## config.mk

```make
export PLATFORM = sky130hd
export DESIGN_NAME = line_pad_trunc
export DESIGN_NICKNAME = d
export VERILOG_FILES = /design/src/rtl/video_pkg.sv /design/src/rtl/line_len_cnt.sv /design/src/rtl/line_pad_trunc.sv
export SDC_FILE = /design/constraint.sdc
export NUM_CORES = 1
export LEC_CHECK = 0
export BUFFER_PORTS_ARGS = -buffer_cell sky130_fd_sc_hd__buf_2
export CAP_MARGIN = 10
export CORE_MARGIN = 5
export CORE_UTILIZATION = 55
export DETAILED_ROUTE_END_ITERATION = 8
export GPL_ROUTABILITY_DRIVEN = 0
export PLACE_DENSITY = 0.82
export SLEW_MARGIN = 20
export SYNTH_ARGS = -nofsm -noshare
export SYNTH_HDL_FRONTEND = slang
export SYNTH_SLANG_ARGS = --single-unit
```

## constraint.sdc

```tcl
create_clock -name clk -period 5.65 [get_ports clk]
set_clock_uncertainty 0.2 [all_clocks]
set_input_delay 1.4125 -clock clk [delete_from_list [all_inputs] [get_ports clk]]
set_output_delay 1.4125 -clock clk [all_outputs]
set_load 0.03 [all_outputs]
```

## src/rtl/video_pkg.sv

```systemverilog
// Shared video definitions for the scaler output path.
//   state_e   : line normaliser FSM states (IDLE/ACT/FILL/TRUNC)
//   pixel_t   : pixel word, PIX_W bits
//   PIX_BLACK : all-zero pixel, default fill colour
package video_pkg;

  typedef enum logic [1:0] {
    IDLE  = 2'd0,
    ACT   = 2'd1,
    FILL  = 2'd2,
    TRUNC = 2'd3
  } state_e;

  localparam int PIX_W = 24;

  typedef logic [PIX_W-1:0] pixel_t;

  localparam pixel_t PIX_BLACK = '0;

endpackage

```

## src/rtl/line_len_cnt.sv

```systemverilog
// Output-pixel counter for one line plus its compare against the latched
// line length.
//   clk, rst_n : pixel clock, asynchronous active-low reset
//   load_i     : first pixel of a line is emitted, counter becomes 1
//   inc_i      : one more pixel emitted (saturates at all-ones)
//   h_disp_i   : latched target line length
//   done_o     : counter equals the line length (line complete)
//   last_o     : the next increment completes the line
module line_len_cnt #(
  parameter int CNT_W = 12
) (
  input  logic             clk,
  input  logic             rst_n,
  input  logic             load_i,
  input  logic             inc_i,
  input  logic [CNT_W-1:0] h_disp_i,
  output logic             done_o,
  output logic             last_o
);

  logic [CNT_W-1:0] cnt_q;
  logic [CNT_W-1:0] cnt_d;
  logic             sat;

  always_comb begin
    sat   = (cnt_q == '1);
    cnt_d = cnt_q;
    if (load_i) begin
      cnt_d = CNT_W'(1);
    end else if (inc_i && !sat) begin
      cnt_d = cnt_q + CNT_W'(1);
    end
  end

  always_ff @(posedge clk or negedge rst_n) begin
    if (!rst_n) begin
      cnt_q <= '0;
    end else begin
      cnt_q <= cnt_d;
    end
  end

  assign done_o = (cnt_q == h_disp_i);
  // Widened by one bit so the compare cannot wrap at the counter maximum.
  assign last_o = (({1'b0, cnt_q} + (CNT_W + 1)'(1)) == {1'b0, h_disp_i});

endmodule

```

## src/rtl/line_pad_trunc.sv

```systemverilog
// Per-line horizontal normaliser: every input valid burst becomes exactly
// h_disp contiguous output pixels (short lines padded, long lines cut).
// Optional feature macro: LINE_PAD_STATS_EN (adds last_len_o, err_cnt_o).
//   clk, rst_n   : pixel clock, asynchronous active-low reset
//   h_disp_i     : target line length, sampled at each line start
//   data_i       : input pixel, dataValid_i marks a line burst
//   err_clr_i    : synchronous clear of the sticky flags
//   data_o       : output pixel (PAD_COLOR during fill), dataValid_o valid
//   line_done_o  : pulse with pixel h_disp of each line
//   trunc_err_o  : sticky, an input line was longer than h_disp
//   short_err_o  : sticky, a new line started during fill
//   last_len_o   : (stats) input length of the last burst, saturating
//   err_cnt_o    : (stats) count of trunc/short events, saturating at 255
module line_pad_trunc
  import video_pkg::*;
#(
  parameter int                DATA_W    = 24,
  parameter int                CNT_W     = 12,
  parameter logic [CNT_W-1:0]  H_DISP    = CNT_W'(1920),
  parameter logic [DATA_W-1:0] PAD_COLOR = DATA_W'(PIX_BLACK)
) (
  input  logic              clk,
  input  logic              rst_n,
  input  logic [CNT_W-1:0]  h_disp_i,
  input  logic [DATA_W-1:0] data_i,
  input  logic              dataValid_i,
  input  logic              err_clr_i,
  output logic [DATA_W-1:0] data_o,
  output logic              dataValid_o,
  output logic              line_done_o,
  output logic              trunc_err_o,
  output logic              short_err_o
`ifdef LINE_PAD_STATS_EN
  ,
  output logic [CNT_W-1:0]  last_len_o,
  output logic [7:0]        err_cnt_o
`endif
);

  state_e            state_q, state_d;
  logic [CNT_W-1:0]  h_disp_q, h_disp_d;
  logic [DATA_W-1:0] data_q, data_d;
  logic              vld_q, vld_d;
  logic              done_q, done_d;
  logic              trunc_q, trunc_d;
  logic              short_q, short_d;

  logic emit, pad, start, load, inc;
  logic trunc_evt, short_evt;
  logic cnt_done, cnt_last;

  line_len_cnt #(.CNT_W(CNT_W)) u_cnt (
    .clk     (clk),
    .rst_n   (rst_n),
    .load_i  (load),
    .inc_i   (inc),
    .h_disp_i(h_disp_q),
    .done_o  (cnt_done),
    .last_o  (cnt_last)
  );

  always_comb begin
    state_d   = state_q;
    h_disp_d  = h_disp_q;
    emit      = 1'b0;
    pad       = 1'b0;
    start     = 1'b0;
    load      = 1'b0;
    inc       = 1'b0;
    done_d    = 1'b0;
    trunc_evt = 1'b0;
    short_evt = 1'b0;

    unique case (state_q)
      IDLE: begin
        if (dataValid_i) start = 1'b1;
      end
      ACT: begin
        if (dataValid_i) begin
          if (cnt_done) begin
            trunc_evt = 1'b1;
            state_d   = TRUNC;
          end else begin
            emit   = 1'b1;
            inc    = 1'b1;
            done_d = cnt_last;
          end
        end else if (cnt_done) begin
          state_d = IDLE;
        end else begin
          // First pad pixel goes out in the same cycle valid drops.
          pad     = 1'b1;
          inc     = 1'b1;
          done_d  = cnt_last;
          state_d = cnt_last ? IDLE : FILL;
        end
      end
      FILL: begin
        if (dataValid_i) begin
          // A new line beats the pending fill; the old line gets no done.
          short_evt = 1'b1;
          start     = 1'b1;
        end else begin
          pad     = 1'b1;
          inc     = 1'b1;
          done_d  = cnt_last;
          state_d = cnt_last ? IDLE : FILL;
        end
      end
      TRUNC: begin
        if (!dataValid_i) state_d = IDLE;
      end
      default: state_d = IDLE;
    endcase

    if (start) begin
      h_disp_d = h_disp_i;
      if (h_disp_i == '0) begin
        state_d = TRUNC;
      end else begin
        emit    = 1'b1;
        load    = 1'b1;
        done_d  = (h_disp_i == CNT_W'(1));
        state_d = ACT;
      end
    end

    vld_d  = emit | pad;
    data_d = emit ? data_i : (pad ? PAD_COLOR : '0);

    // Set wins over a simultaneous clear.
    trunc_d = (trunc_q & ~err_clr_i) | trunc_evt;
    short_d = (short_q & ~err_clr_i) | short_evt;
  end

  always_ff @(posedge clk or negedge rst_n) begin
    if (!rst_n) begin
      state_q  <= IDLE;
      h_disp_q <= H_DISP;
      data_q   <= '0;
      vld_q    <= 1'b0;
      done_q   <= 1'b0;
      trunc_q  <= 1'b0;
      short_q  <= 1'b0;
    end else begin
      state_q  <= state_d;
      h_disp_q <= h_disp_d;
      data_q   <= data_d;
      vld_q    <= vld_d;
      done_q   <= done_d;
      trunc_q  <= trunc_d;
      short_q  <= short_d;
    end
  end

  assign data_o      = data_q;
  assign dataValid_o = vld_q;
  assign line_done_o = done_q;
  assign trunc_err_o = trunc_q;
  assign short_err_o = short_q;

`ifdef LINE_PAD_STATS_EN
  logic             in_prev_q, in_prev_d;
  logic [CNT_W-1:0] in_cnt_q, in_cnt_d;
  logic [CNT_W-1:0] last_len_q, last_len_d;
  logic [7:0]       err_cnt_q, err_cnt_d;

  always_comb begin
    in_prev_d  = dataValid_i;
    in_cnt_d   = in_cnt_q;
    last_len_d = last_len_q;
    err_cnt_d  = err_clr_i ? 8'd0 : err_cnt_q;

    if (dataValid_i) begin
      if (!in_prev_q)           in_cnt_d = CNT_W'(1);
      else if (in_cnt_q != '1)  in_cnt_d = in_cnt_q + CNT_W'(1);
    end else if (in_prev_q) begin
      last_len_d = in_cnt_q;
    end

    if ((trunc_evt || short_evt) && (err_cnt_d != 8'hFF)) begin
      err_cnt_d = err_cnt_d + 8'd1;
    end
  end

  always_ff @(posedge clk or negedge rst_n) begin
    if (!rst_n) begin
      in_prev_q  <= 1'b0;
      in_cnt_q   <= '0;
      last_len_q <= '0;
      err_cnt_q  <= '0;
    end else begin
      in_prev_q  <= in_prev_d;
      in_cnt_q   <= in_cnt_d;
      last_len_q <= last_len_d;
      err_cnt_q  <= err_cnt_d;
    end
  end

  assign last_len_o = last_len_q;
  assign err_cnt_o  = err_cnt_q;
`endif

endmodule

```

==> impl_metrics.json, run 1 <==
{
  "dieArea_sq_um": 6530,
  "synth_area_leader_cell": "dfrtp_1",
  "hold_path_class": "reg2reg",
  "htreeDepth": 2,
  "io_pins": 68,
  "slew_violations": 0,
  "numPortBuffers": 67,
  "crit_fanout": 25,
  "cp.depth": 6,
  "p_leak_nw": 1.61,
  "grt_overflow": 0,
  "period_share": 0.658,
  "drive_above_1_share": 0.278,
  "ys.flop_type": "dfrtp_1",
  "setup_viol_count_final": 0,
  "cts_setup_buffers": 0,
  "grt_pass1_vias": 2171,
  "ir_drop_mv": 0.230,
  "hold-path-cell-count": 2,
  "grt_pass1_wl_um": 10000,
  "ys_ff_latch": 54,
  "grtUsageTotal": 0.196,
  "crit_path_max_incr_delay_ns": 0.75,
  "cp_num_buf_inv": 2,
  "yosysTopAreaCellShare": 0.454,
  "max_freq_ghz": 0.269,
  "fin_ws_ns": 1.93,
  "endpoint_kind": "flop",
  "initialDrtViolationCount": 201,
  "netlist_area_sq_um": 2760,
  "yosysMostFrequentCell": "dfrtp_1",
  "vias": 2260,
  "antenna_cells": 0,
  "slew_headroom": 0.343,
  "antenna_found_initial": 0,
  "yosys_warnings": 0,
  "worstPathArrival_ns": 3.77,
  "wl_per_cell_um": 14.6,
  "p_total_mw": 1.45,
  "required_ns": 5.70,
  "synth_async_sr_flop_share": 1.00,
  "power.density_nw_per_um2": 446,
  "critPathKind": "in2reg",
  "nets": 389,
  "cpMaxStageDelayCell": "a21oi_2",
  "synth_common_cells": "dfrtp_1 (50), nand2_1 (49), and2_1 (26)",
  "synth_area_per_cell_sq_um": 9.88,
  "place_ws_ns": 1.61,
  "synth.distinct_cells": 48,
  "detail-route-antenna-nets": 0,
  "clkTransAtPathRegs_ns": 0.11,
  "rsz0062_at_grt": "false",
  "path_cells": "buf_2 > inv_1 > nor2_1 > o21ai_0 > a21oi_2 > and2_1",
  "cts_buffers": 5,
  "grt_max_degree": 55,
  "finalHoldViolCount": 0,
  "syn_nets": 324,
  "min_from": "h_disp_q[7]$_DFFE_PN1P_",
  "die_x_um": 80.8,
  "hold_ws_ns": 0.271,
  "rows": 25,
  "vias_per_cell": 5.49,
  "yosys-top-cells-area": "dfrtp_1 (45%), nand2_1 (6.7%), and2_1 (5.9%), dfstp_2 (3.8%), xnor2_1 (3.8%)",
  "drtPass1Iterations": 4,
  "dpl.hpwl_um": 4550,
  "synth_edf_count": 0,
  "crit_family": "compound AO/OA/AOI/OAI gates",
  "area_delta_synth_final_pct": 17.4,
  "worst-r2r-cell-count": 7,
  "start_kind": "input pin",
  "routed_wl_um": 6030,
  "timing.max_cap.violations": 0,
  "ctsHoldBuffers": 0,
  "rrSetupSlack_ns": 2.37,
  "syn_inst": 279,
  "drc": 0,
  "ys_seq_area_frac": 0.492,
  "fin_crit_ns": 3.72,
  "status": "completed",
  "die_h_um": 80.8,
  "cts_resized": 0,
  "crit_start": "dataValid_i",
  "worst_slew_pin_slew_ns": 0.982,
  "coreArea_sq_um": 4790,
  "cts.sinks": 54,
  "fin_tns_setup_ns": 0,
  "cts_root_buf": "clkbuf_8",
  "cts_buffer_depth": 2,
  "cts_tree": "done",
  "worstSkewPairLatency_ns": 0.31,
  "initial_core_util": 0.576,
  "reg2reg_from": "state_q[0]$_DFFE_PN0P_"
}
==> logic make-up after synthesis <==
logic type / count (synthesis) / share of synthesized area
xor+xnor: 21 / 0.0695
simple gates: 126 / 0.234
mux: 4 / 0.0154
compound gates: 48 / 0.127
buf+inv: 21 / 0.0390
fa+ha+maj: 5 / 0.0227
flops: 54 / 0.492
==> routing by layer <==
layer | vias to the layer above | global-route usage | routed length [um]
met3 | 8 | 0.0466 | 512
met2 | 86 | 0.326 | 2920
li1 | 1085 | - | -
met4 | 0 | 0.0439 | 59
met5 | - | 0 | 0
met1 | 1081 | 0.262 | 2530
==> area by class of cell <==
cell class	instances	area (sq um)
fill	374	1550
sequential	54	1360
multi-input combinational	204	1290
timing repair buffer	69	350
tap	67	83.8
clock buffer	5	68.8
clock inverter	3	47.5
inverter	10	37.5
==> report_power, final <==
| group | internal, mW | switching, mW | total, mW | leakage (nW) |
|---|---|---|---|---|
| clock | 0.134 | 0.129 | 0.263 | 0.0587 |
| sequential | 0.490 | 0.0789 | 0.569 | 0.706 |
| combinational | 0.230 | 0.383 | 0.613 | 0.841 |
| total | 0.854 | 0.591 | 1.45 | 1.61 |
==> state kept, by name, indices dropped and copies added, names as in the netlist <==
name,cells
short_err_o,1
data_o,24
u_cnt.cnt_q,12
state_q,2
line_done_o,1
trunc_err_o,1
dataValid_o,1
h_disp_q,12
==> cell usage in the layout (no fill, tap or decap), types with 3 or more instances in the layout <==
cell type	count
nor2_1	15
buf_2	67
a21oi_1	11
nand4_1	7
inv_1	10
a31oi_1	3
xnor2_1	12
and4_1	3
o21ai_0	9
and3_1	5
ha_1	5
and2_1	26
clkbuf_8	5
dfrtp_1	50
nor3_1	3
a31o_1	3
a2111oi_0	3
xor2_1	8
nand2_1	49
nand3_1	6
a21oi_2	3
dfstp_2	4
==> per-stage QoR <==
step | instance area [sq um] | utilization | cells
floorplan | 2760 | - | 279
global placement | 3120 | 0.652 | 404
detailed placement | 3120 | 0.652 | 404
CTS | 3240 | 0.676 | 412
global route | 3240 | 0.676 | 412
finish | 3240 | 0.676 | 412
==> tightest hold or removal path, cell delays in order (launching register included) <==
cell	delay, ns
dfstp_2	0.38
nand2_1	0.05
nand2_1	0.05
==> final timing paths <==
kind | endpoint
max in group asynchronous | u_cnt.cnt_q[7]$_DFFE_PN0P_
min in group asynchronous | u_cnt.cnt_q[0]$_DFFE_PN0P_
worst max register to register | data_o[8]$_DFF_PN0_
worst max-delay path | data_o[8]$_DFF_PN0_
worst min register to register | h_disp_q[7]$_DFFE_PN1P_
worst min-delay path | h_disp_q[7]$_DFFE_PN1P_
(Power assumes the default switching activity.)
==> run 2, diff against run 1 <==
--- a/config.mk
+++ b/config.mk
@@ -5,13 +5,14 @@
 export SDC_FILE = /design/constraint.sdc
 export NUM_CORES = 1
 export LEC_CHECK = 0
+export ABC_AREA = 1
 export BUFFER_PORTS_ARGS = -buffer_cell sky130_fd_sc_hd__buf_2
 export CAP_MARGIN = 10
 export CORE_MARGIN = 5
-export CORE_UTILIZATION = 55
+export CORE_UTILIZATION = 54
 export DETAILED_ROUTE_END_ITERATION = 8
 export GPL_ROUTABILITY_DRIVEN = 0
-export PLACE_DENSITY = 0.82
+export PLACE_DENSITY = 0.8
 export SLEW_MARGIN = 20
 export SYNTH_ARGS = -nofsm -noshare
 export SYNTH_HDL_FRONTEND = slang
==> constraint.sdc (replaced) <==
create_clock -name clk -period 3.9 [get_ports clk]
set_clock_uncertainty 0.2 [all_clocks]
set_input_delay 0.975 -clock clk [delete_from_list [all_inputs] [get_ports clk]]
set_output_delay 0.975 -clock clk [all_outputs]
set_load 0.03 [all_outputs]
==> run 2 against run 1 <==
Sequential share of layout area is 2.2 points lower. Wire length up 4.8%. Largest cell class unchanged. Critical endpoint is now dataValid_o$_DFF_PN0_. Sequential power grew 45%.
==> impl_metrics.json, run 2 <==
{
  "ctsHoldBuffers": 0,
  "htreeDepth": 2,
  "endpoint_kind": "flop",
  "synth_async_sr_flop_share": 1.00,
  "vias_per_cell": 4.88,
  "required_ns": 3.88,
  "grt_pass1_vias": 2611,
  "vias": 2573,
  "synth.distinct_cells": 32,
  "dieArea_sq_um": 7010,
  "p_sw_mw": 0.977,
  "reg2reg_from": "state_q[0]$_DFFE_PN0P_",
  "antenna_found_initial": 0,
  "cts_tree": "done",
  "synth_edf_count": 0,
  "synth_common_cells": "nand2_1 (110), inv_1 (66), dfrtp_1 (50)",
  "die_h_um": 83.7,
  "wl_per_cell_um": 12.0,
  "fillCellCount": 468,
  "initialDrtViolationCount": 143,
  "clkTransAtPathRegs_ns": 0.09,
  "ys_ff_latch": 54,
  "coreArea_sq_um": 5200,
  "ys.flop_type": "dfrtp_1",
  "cts_buffer_depth": 2,
  "numPortBuffers": 67,
  "hold-path-cell-count": 2,
  "swShare": 0.445,
  "rsz0062_at_grt": "false",
  "dpl.hpwl_um": 4740,
  "start_kind": "flop",
  "fin_crit_ns": 2.74,
  "path_cells": "inv_1 > ha_1 > or2_2 > nand2_2 > inv_2 > nand2_2 > nand2_1 > nand2_2 > nand2_1",
  "min_to": "h_disp_q[8]$_DFFE_PN1P_",
  "fin_tns_setup_ns": 0,
  "max_freq_ghz": 0.365,
  "yosysTopAreaCellShare": 0.426,
  "detail-route-antenna-nets": 0,
  "antenna_cells": 0,
  "slew_headroom": 0.609,
  "grt_max_degree": 49,
  "synth_area_per_cell_sq_um": 7.57,
  "power_frac_clock": 0.169,
  "power.density_nw_per_um2": 642,
  "syn_nets": 433,
  "p_total_mw": 2.19,
  "cts_resized": 0,
  "crit_fanout": 25,
  "cpMaxStageDelayCell": "dfrtp_1",
  "syn_inst": 388,
  "critPathKind": "reg2reg",
  "slew_violations": 0,
  "routed_wl_um": 6320,
  "r2r_end": "dataValid_o$_DFF_PN0_",
  "area_delta_synth_final_pct": 16.4,
  "cts_buffers": 5,
  "worstPathArrival_ns": 2.72,
  "status": "completed",
  "timing.max_cap.violations": 0,
  "min_from": "h_disp_q[8]$_DFFE_PN1P_",
  "p_comb_frac": 0.455,
  "initial_core_util": 0.564,
  "drc": 0,
  "grt_pass1_wl_um": 11400,
  "ir_drop_mv": 0.296,
  "period_share": 0.703,
  "finalHoldViolCount": 0,
  "cts_setup_buffers": 0,
  "largest_reg_flops": 24,
  "worst_slew_pin_slew_ns": 0.587,
  "p_leak_nw": 1.96,
  "layout_common_cells": "nand2_1 (110), inv_1 (66), buf_2 (66)",
  "rrSetupSlack_ns": 1.16,
  "synth_area_leader_cell": "dfrtp_1",
  "drive_above_1_share": 0.228,
  "cpMostUsedCell": "nand2_2",
  "layout_commonest_cell": "nand2_1",
  "worstSkewPairLatency_ns": 0.30,
  "grt_overflow": 0,
  "seqPwrFrac": 0.375,
  "yosysMostFrequentCell": "nand2_1",
  "drtPass1Iterations": 4,
  "cts.sinks": 54,
  "grtUsageTotal": 0.198,
  "io_pins": 68,
  "die_x_um": 83.7,
  "nets": 501,
  "netlist_area_sq_um": 2940,
  "hold_path_class": "reg2reg",
  "setup_viol_count_final": 0,
  "p_int_mw": 1.22,
  "rows": 26,
  "ys_seq_area_frac": 0.462,
  "worst-r2r-cell-count": 9,
  "yosys_warnings": 0,
  "crit_path_max_incr_delay_ns": 0.45,
  "yosys-top-cells-area": "dfrtp_1 (43%), nand2_1 (14%), inv_1 (8.4%), nor2_1 (6.0%), nand3_1 (5.3%)",
  "cts_root_buf": "clkbuf_8"
}
## run 2: cell count changes after synthesis, moves of 4 or more
| cell | before | now |
|---|---|---|
| a21oi_1 | 11 | 2 |
| and2_1 | 26 | 0 |
| and3_1 | 5 | 0 |
| clkbuf_1 | 5 | 1 |
| inv_1 | 10 | 66 |
| nand2_1 | 49 | 110 |
| nand2_2 | 0 | 9 |
| nand3_1 | 6 | 31 |
| nand3_2 | 0 | 4 |
| nor2_1 | 15 | 47 |
| nor2_2 | 0 | 4 |
| o21ai_0 | 9 | 16 |
| xnor2_1 | 12 | 1 |
## run 2: worst max-delay path: cells and delay by family, from the launching register on
| kind | cells | cell delay (ns) |
|---|---|---|
| fa+ha+maj | 1 | 0.23 |
| buf+inv | 2 | 0.21 |
| flops | 1 | 0.45 |
| simple gates | 6 | 1.51 |
## run 2: cell type report
| type | instances | area [sq um] | share of cell area |
|---|---|---|---|
| multi-input combinational | 257 | 1250 | 0.367 |
| timing repair buffer | 68 | 345 | 0.101 |
| clock buffer | 6 | 72.6 | 0.0212 |
| clock inverter | 2 | 37.5 | 0.0110 |
| tap | 70 | 87.6 | 0.0256 |
| inverter | 70 | 263 | 0.0769 |
| sequential | 54 | 1360 | 0.397 |
## run 2: logic make-up (layout without fill, tap and decap cells)
family	count (synthesis)	count (layout)	share of synthesized area
and+or+nand+nor	219	219	0.334
buffers and inverters	77	146	0.111
DFF	54	54	0.462
AOI/OAI and AO/OA	22	22	0.0396
xor gates and xnor gates	11	11	0.0328
adders and majority gates	5	5	0.0213
## run 2: per-stage QoR
stage | hold WS [ns] | instances | instance area [sq um] | utilization | worst slack (ns)
finish | 0.304 | 527 | 3420 | 0.656 | 1.16
global route | 0.328 | 527 | 3420 | 0.656 | 0.934
CTS | 0.311 | 527 | 3410 | 0.656 | 1.15
detailed placement | 0.296 | 519 | 3300 | 0.635 | 1.17
global placement | 0.287 | 519 | 3300 | 0.635 | 1.21
floorplan | 0.275 | 388 | 2940 | - | 1.77
## run 2: power groups by stage
stage	Combinational (mW)	Sequential, mW	Clock, mW
2_1_floorplan	0.680	0.925	0
3_3_place_gp	0.966	0.828	0
4_1_cts	1.01	0.823	0.380
6_report	0.999	0.824	0.372
5_1_grt	1.14	0.845	0.407
3_5_place_dp	0.991	0.834	0
## run 2: worst max path at each step
| stage | startpoint | end | slack, ns | depth (start not counted) |
|---|---|---|---|---|
| 2_1_floorplan | h_disp_i[0] | dataValid_o$_DFF_PN0_ | 1.77 | 7 |
| 6_report | state_q[0]$_DFFE_PN0P_ | dataValid_o$_DFF_PN0_ | 1.16 | 9 |
| 4_1_cts | state_q[0]$_DFFE_PN0P_ | dataValid_o$_DFF_PN0_ | 1.15 | 9 |
| 3_3_place_gp | dataValid_i | dataValid_o$_DFF_PN0_ | 1.21 | 7 |
| 5_1_grt | state_q[0]$_DFFE_PN0P_ | data_o[20]$_DFF_PN0_ | 0.93 | 9 |
| 3_5_place_dp | dataValid_i | dataValid_o$_DFF_PN0_ | 1.17 | 7 |
## run 2: per-layer routing
| metal | vias to the layer above | share of wire | wire [um] | GRT usage |
|---|---|---|---|---|
| li1 | 1320 | - | - | - |
| met1 | 1151 | 0.43 | 2740 | 0.254 |
| met2 | 93 | 0.46 | 2900 | 0.314 |
| met3 | 9 | 0.093 | 585 | 0.0671 |
| met4 | 0 | 0.015 | 92 | 0.0629 |
| met5 | - | 0 | 0 | 0 |
